===== src/rtl/keypad_debouncer.sv =====
// Keypad row debouncer for a column-scanned 4x4 matrix.
// Latches one (row, col) hit while the upstream column shifter is frozen, demands
// DEBOUNCE_CYCLES stable samples for both press and release, and emits a one-cycle
// key_valid pulse together with the hex code of the accepted key.
module keypad_debouncer #(
  parameter int unsigned DEBOUNCE_CYCLES = 50000
) (
  input  logic       clk,
  input  logic       reset,
  input  logic [3:0] col_onehot,
  input  logic [3:0] rows_n,
  output logic       scan_hold,
  output logic [3:0] key_code,
  output logic       key_valid
);

  // The counter only has to reach DEBOUNCE_CYCLES-1, so $clog2 bits suffice.
  localparam int unsigned CntW = (DEBOUNCE_CYCLES > 2) ? $clog2(DEBOUNCE_CYCLES) : 1;
  localparam logic [CntW-1:0] CntLast = CntW'(DEBOUNCE_CYCLES - 1);

  typedef enum logic [1:0] {
    StScan,
    StDebPress,
    StHeld,
    StDebRelease
  } state_e;

  state_e            state_q;
  logic [3:0]        rows_meta_q;
  logic [3:0]        rows_sync_q;
  logic [CntW-1:0]   cnt_q;
  logic [1:0]        row_q;
  logic [1:0]        col_q;

  logic              row_single;
  logic [1:0]        row_idx;
  logic              col_single;
  logic [1:0]        col_idx;
  logic              row_low;

  // Hex code for a (row, col) position on the keypad.
  function automatic logic [3:0] code_of(input logic [1:0] r, input logic [1:0] c);
    logic [3:0] code;
    case ({r, c})
      4'h0: code = 4'h1;
      4'h1: code = 4'h2;
      4'h2: code = 4'h3;
      4'h3: code = 4'hA;
      4'h4: code = 4'h4;
      4'h5: code = 4'h5;
      4'h6: code = 4'h6;
      4'h7: code = 4'hB;
      4'h8: code = 4'h7;
      4'h9: code = 4'h8;
      4'hA: code = 4'h9;
      4'hB: code = 4'hC;
      4'hC: code = 4'hE;
      4'hD: code = 4'h0;
      4'hE: code = 4'hF;
      default: code = 4'hD;
    endcase
    return code;
  endfunction

  // Two-flop synchronizer; reset parks it at "no key" so no stale press survives reset.
  always_ff @(posedge clk) begin
    if (!reset) begin
      rows_meta_q <= 4'hF;
      rows_sync_q <= 4'hF;
    end else begin
      rows_meta_q <= rows_n;
      rows_sync_q <= rows_meta_q;
    end
  end

  // Decode exactly-one-low rows and exactly-one-high column; anything else is ignored.
  always_comb begin
    row_single = 1'b1;
    row_idx    = 2'd0;
    case (rows_sync_q)
      4'b1110: row_idx = 2'd0;
      4'b1101: row_idx = 2'd1;
      4'b1011: row_idx = 2'd2;
      4'b0111: row_idx = 2'd3;
      default: row_single = 1'b0;
    endcase
    col_single = 1'b1;
    col_idx    = 2'd0;
    case (col_onehot)
      4'b0001: col_idx = 2'd0;
      4'b0010: col_idx = 2'd1;
      4'b0100: col_idx = 2'd2;
      4'b1000: col_idx = 2'd3;
      default: col_single = 1'b0;
    endcase
    row_low = ~rows_sync_q[row_q];
  end

  // Debounce FSM; scan_hold and key_valid are registered alongside the state.
  always_ff @(posedge clk) begin
    if (!reset) begin
      state_q   <= StScan;
      cnt_q     <= '0;
      row_q     <= 2'd0;
      col_q     <= 2'd0;
      key_code  <= 4'h0;
      key_valid <= 1'b0;
      scan_hold <= 1'b0;
    end else begin
      key_valid <= 1'b0;
      case (state_q)
        StScan: begin
          if (row_single && col_single) begin
            row_q     <= row_idx;
            col_q     <= col_idx;
            cnt_q     <= '0;
            state_q   <= StDebPress;
            scan_hold <= 1'b1;
          end
        end
        StDebPress: begin
          if (!row_low) begin
            state_q   <= StScan;
            scan_hold <= 1'b0;
          end else if (cnt_q == CntLast) begin
            key_code  <= code_of(row_q, col_q);
            key_valid <= 1'b1;
            state_q   <= StHeld;
          end else begin
            cnt_q <= cnt_q + CntW'(1);
          end
        end
        StHeld: begin
          if (!row_low) begin
            cnt_q   <= '0;
            state_q <= StDebRelease;
          end
        end
        StDebRelease: begin
          if (row_low) begin
            state_q <= StHeld;
          end else if (cnt_q == CntLast) begin
            state_q   <= StScan;
            scan_hold <= 1'b0;
          end else begin
            cnt_q <= cnt_q + CntW'(1);
          end
        end
        default: begin
          state_q   <= StScan;
          scan_hold <= 1'b0;
        end
      endcase
    end
  end

endmodule


===== config.mk =====
export PLATFORM = sky130hd
export DESIGN_NAME = keypad_debouncer
export DESIGN_NICKNAME = d
export VERILOG_FILES = /design/src/rtl/keypad_debouncer.sv
export SDC_FILE = /design/constraint.sdc
export NUM_CORES = 1
export LEC_CHECK = 0
export ABC_AREA = 1
export CAP_MARGIN = 0
export CELL_PAD_IN_SITES_DETAIL_PLACEMENT = 1
export CELL_PAD_IN_SITES_GLOBAL_PLACEMENT = 1
export CORE_AREA = 2 2 58 101
export DETAILED_ROUTE_END_ITERATION = 8
export DIE_AREA = 0 0 60 103
export PLACE_DENSITY_LB_ADDON = 0.08
export SLEW_MARGIN = 20
export SYNTH_ARGS = -nofsm -noshare
export SYNTH_HDL_FRONTEND = slang
export SYNTH_SLANG_ARGS = --single-unit

===== constraint.sdc =====
create_clock -name clk -period 1.9 [get_ports clk]
set_input_delay 0.38 -clock clk [delete_from_list [all_inputs] [get_ports clk]]
set_output_delay 0.38 -clock clk [all_outputs]
set_load 0.005 [all_outputs]

# After elaboration in Yosys (flattened, before gate mapping)
# Memories as Yosys holds them, arrays and structs flattened. A register that Yosys moved wholly into a read port is not among the register bits.
# Cells that the tools add are included.
# word_totals
regBits,32
latch_bits,0
mem_bits_rw,0
rom_bits,64
inputBits,10
out_inout_bits,6
elab_cells,71
mem_count,1
# op_classes
addsub,1
multipliers,0
div,0
order_cmp,1
n_eq_ne,20
shifts,0
mux,25
bitwise,3
reduce_logical,12
# memory_table
name,depth,width,read_ports,rd_clocked_by_memory_dff,wr,line,text
(no name shown),16,4,1,1,0,44,"case ({r, c})"
# op_table
op,n
$mux 16,5
$pmux 16 s4,1
$add 16x1->16 const B,1
$eq 16x16->1 const B,1
$eq 4x4->1 const B,4
$mux 2,6
$ne 2x2->1 const B,6
$pmux 2 s3,2
$eq 4x3->1 const B,2
$mux 1,8
$pmux 2 s4,1
$reduce_and 4->1,2
$reduce_or 4->1,2
$ne 3x3->1 const B,2
$reduce_and 5->1,1
$eq 2x2->1 const B,2
$eq 4x1->1 const B,1
$eq 4x2->1 const B,1
$lt 2x3->1 const B,1
$not 1->1,3
$pmux 1 s3,1
$reduce_and 3->1,1
$reduce_bool 3->1,1
$reduce_or 3->1,1
6 further kinds,6

# Depth between registers and ports, before layout
# depth
ltp_word,6
mapped_depth,12
depth_no_buf,12

# Least setup slack after synthesis
# No wires, ideal clock.
# synth_path
kind,register to register
from,register cnt_q[0]
to,register scan_hold
setup_ns,0.121
t_arrival_ns,1.477
required_ns,1.779
setup_slack_ns,0.302
stages_incl_launch_ff,10
period_less_slack_ns,1.598
path_cell_list,dfxtp_1 -> ha_1 -> nand3_2 -> nor2_1 -> nand3_1 -> nand2_4 -> inv_4 -> buf_6 -> o21ai_1 -> a21oi_1
# synth_via
elab_chain_cells,3
# synth_lines
element,line,text
start: declaration,31,logic [CntW-1:0] cnt_q;
start signal: assignment,130,cnt_q <= cnt_q + CntW'(1);
start signal: assignment,146,cnt_q <= cnt_q + CntW'(1);
$eq 16x16->1,142,end else if (cnt_q == CntLast) begin
$ne 2x2->1 (no line),-,
$reduce_and 5->1 (no line),-,
end signal: assignment,124,scan_hold <= 1'b0;
end signal: assignment,144,scan_hold <= 1'b0;
end signal: assignment,151,scan_hold <= 1'b0;
end: declaration,12,"output logic scan_hold,"
# No other way between the ends.
# A chain may end at the register's enable or synchronous reset.

# Final worst setup path
# layout_path
from,input port col_onehot[3]
to,register cnt_q[13]
# layout_via
elab_chain_cells,6
elab_cells_between_ends,9
# layout_lines
element,line,text
start: declaration,10,"input logic [3:0] col_onehot,"
$eq 4x4->1 (tied with other cells),89,case (col_onehot)
$reduce_or 4->1 (no line) (*),-,
$mux 1 (*),89,
$logic_and 1x1->1 (*),113,if (row_single && col_single) begin
$ne 2x2->1 (no line) (*),-,
$reduce_and 4->1 (no line) (*),-,
# Every way passes the cells marked *; elsewhere a longest branch is shown, timed or not.

==> metrics.md <==
| Metric | Value |
|---|---|
| Status | `completed` |
| Worst hold path type | `reg -> reg` |
| CP required | `2.09 ns` |
| Final nets | `around 370` |
| Cell mode on critical path | `nand2_1` |
| IO Pins | `16` |
| Yosys cell types | `35` |
| Global placer's final weighted congestion | `0.814` |
| Post-synthesis sequential area ratio | `0.328` |
| Antenna violations before repair | `0` |
| First-pass GRT wire length | `just under 10 mm` |
| Via density | `4.98` |
| Reg-to-Reg End | `cnt_q[0]` |
| IO buf count | `15` |
| Initial Util | `0.403` |
| Minimum clock period after layout | `1.72 ns` |
| Hold Buf Count CTS | `0` |
| CP max FO | `6` |
| Hold Vio Cnt, Final | `0` |
| Worst path bufs/invs | `2` |
| Commonest non-fill, non-tap cells in the layout | `nand2_1, nor2_1, inv_1` |
| PwrDens | `867 nW/um^2` |
| RSZ-0062 raised after global routing | `false` |
| Synthesized instance count | `329` |
| Crit Path Class | `in -> reg` |
| Drc violations | `0` |
| Drt first pass iters | `4` |
| TritonCTS clock tree | `done` |
| Via count | `2,161` |
| Hold_sp | `rows_meta_q[1]` |
| Hold Path Depth | `1` |
| CTS root buffer | `clkbuf_8` |
| DIE AREA | `6180 sq um` |
| Top-area cell type share of the netlist area | `0.328` |
| Reg2Reg Setup Slack | `roughly 0.23 ns` |
| Filler cells | `approximately 730` |
| Critical path cell sequence | `clkdlybuf4s50_1, inv_1, nand2_1, nand3_1, nand2_1, nand2_2, nand2_1, nand2_1, nor2_4, nand2_1, nand2_1, nor2_1` |
| Max stage delay on crit path | `0.52 ns` |
| Syn_nets | `345` |
| Tot Pwr | `between 2 and 2.5 mW` |
| Leakage Power | `1.07 nW` |
| Share of cells above drive strength 1 | `0.182` |
| Clock Skew | `0.00656 ns` |
| Worst-Margin Slew | `0.395 ns` |
| Site Rows | `36` |
| Max Slew Vio Count | `0` |
| Peak supply drop | `0.304 mV` |
| H-tree Lvls | `2` |
| Post-route clock period utilization | `0.903` |
| Vias in the first global route | `2,166` |
| Die X-Extent | `60 um` |
| CP arrival | `1.91 ns` |
| Die H | `103 um` |
| Slowest CP cell | `clkdlybuf4s50_1` |
| Worst r2r path cells | `11` |
| Max Cap Viol | `0` |
| Crit path max-delay family | `simple AND/OR/NAND/NOR gates` |
| Footprint of the multi-input gates | `roughly 1300 sq um` |
| Synth Register Bits | `36` |
| Layout area overhead | `19.2%` |
| Final HPWL DP | `4.65 mm` |
| Ranking of synthesized cells by area | `dfxtp_1, nand2_1, nor2_1` |
| Gr usage total | `0.213` |
| CP Launch Type | `input port` |
| Total CTS buffers | `5` |
| Max Clock Freq | `583 MHz` |
| Worst skew pair latency | `around 0.29 ns` |
| Worst-path clk slew | `0.08 ns` |
| Grt ovf | `0` |
| Largest area contributor in the synthesized netlist | `dfxtp_1` |
| FF/Latch Area | `between 700 and 800 sq um` |
| Cell area after synthesis | `2200 sq um` |
| Worst Setup End Kind | `flop` |
| Avg Cell Area, Syn | `6.68 sq um` |
| Synth Warn # | `0` |
| Largest net degree at the start of global routing | `16` |
| Antenna Nets Post-Route | `0` |
| Worst hold slack | `0.420 ns` |
| CTS Buffer Depth | `2` |
| Relative slew slack | `0.736` |
| Core ar. | `5450 sq um` |
| # setup viols final | `0` |
| Commonest non-fill, non-tap cell in the layout | `nand2_1` |
| DR iter-0 viols | `56` |
| Worst R2R Start | `row_q[0]` |
| Avg WL per Cell | `13.6 um` |
| WHS Endpoint | `rows_sync_q[1]` |
| ANT cells | `0` |
| Routed wire length | `5.92 mm` |
| # clock sinks | `36` |
-- stage by stage --
step                cells  cell area [sq um]  utilization  worst slack (ns)  setup TNS (ns)
floorplan             329               2200            -             0.302               0
global placement      424               2490        0.457           -0.0562          -0.489
detailed placement    424               2490        0.457            -0.139           -1.78
CTS                   432               2600        0.477             0.169               0
global route          434               2620        0.481            0.0133               0
finish                434               2620        0.481             0.184               0
-- flip-flops by register name, indices dropped and copies added, names as in the netlist, 2 cells and up, named ones only --
| signal | cells |
|---|---|
| cnt_q | 16 |
| key_code | 4 |
| rows_meta_q | 4 |
| rows_sync_q | 4 |
| col_q | 2 |
| row_q | 2 |
-- logic make-up after synthesis --
| logic type | synth area share |
|---|---|
| xor+xnor | 0.0120 |
| buf+inv | 0.106 |
| simple gates | 0.391 |
| fa+ha+maj | 0.0341 |
| compound gates | 0.129 |
| flops | 0.328 |
-- cells in the mapped netlist --
| cell type | count |
|---|---|
| a211oi_1 | 1 |
| a21o_1 | 1 |
| a21oi_1 | 12 |
| a21oi_2 | 8 |
| a21oi_4 | 2 |
| a31oi_1 | 1 |
| buf_2 | 1 |
| buf_4 | 2 |
| buf_6 | 2 |
| buf_8 | 1 |
| clkbuf_1 | 4 |
| dfxtp_1 | 36 |
| ha_1 | 6 |
| inv_1 | 37 |
| inv_2 | 4 |
| inv_4 | 1 |
| nand2_1 | 74 |
| nand2_2 | 10 |
| nand2_4 | 2 |
| nand3_1 | 27 |
| nand3_2 | 2 |
| nand3_4 | 1 |
| nand4_1 | 6 |
| nor2_1 | 54 |
| nor2_2 | 1 |
| nor2_4 | 1 |
| nor3_1 | 2 |
| o21ai_0 | 12 |
| o21ai_1 | 1 |
| o21bai_1 | 1 |
| o22ai_1 | 2 |
| o31ai_1 | 2 |
| or2_1 | 1 |
| or2_2 | 8 |
| xor2_1 | 3 |
-- metal layers --
metal  GRT usage  routed length [um]  vias up
met3      0.0351                 103       11
met1       0.196                2080     1029
li1            -                   -     1098
met5           0                   0        -
met4      0.0940                 149        0
met2       0.429                3590       23
-- report_power, final --
part | leakage, nW | switching (mW) | internal (mW) | total (mW)
Clock | 0.0541 | 0.300 | 0.388 | 0.689
Sequential | 0.294 | 0.0973 | 0.827 | 0.924
Combinational | 0.722 | 0.408 | 0.251 | 0.659
-- area by class of cell --
type / count / share of cell area
well taps: 76 / 0.0363
inverters: 42 / 0.0611
clock inverters: 3 / 0.0162
multi-input cells: 242 / 0.480
repair buffers: 30 / 0.105
flip-flops and latches: 36 / 0.275
clock buffers: 5 / 0.0263
-- timing repair --
item | in CTS | in global routing
buffers inserted | 0 | 1
resized for setup | 0 | 2
endpoints found under the setup margin | 0 | 6
-- how the worst max path moves through the flow --
stage | start | cells past startpoint | to
5_1_grt | col_onehot[3] | 12 | cnt_q[13]
6_report | col_onehot[3] | 12 | cnt_q[13]
3_5_place_dp | col_onehot[0] | 11 | cnt_q[14]
4_1_cts | col_onehot[0] | 11 | cnt_q[13]
2_1_floorplan | cnt_q[0] | 9 | scan_hold
3_3_place_gp | col_onehot[3] | 12 | cnt_q[13]
(Power assumes the default switching activity.)
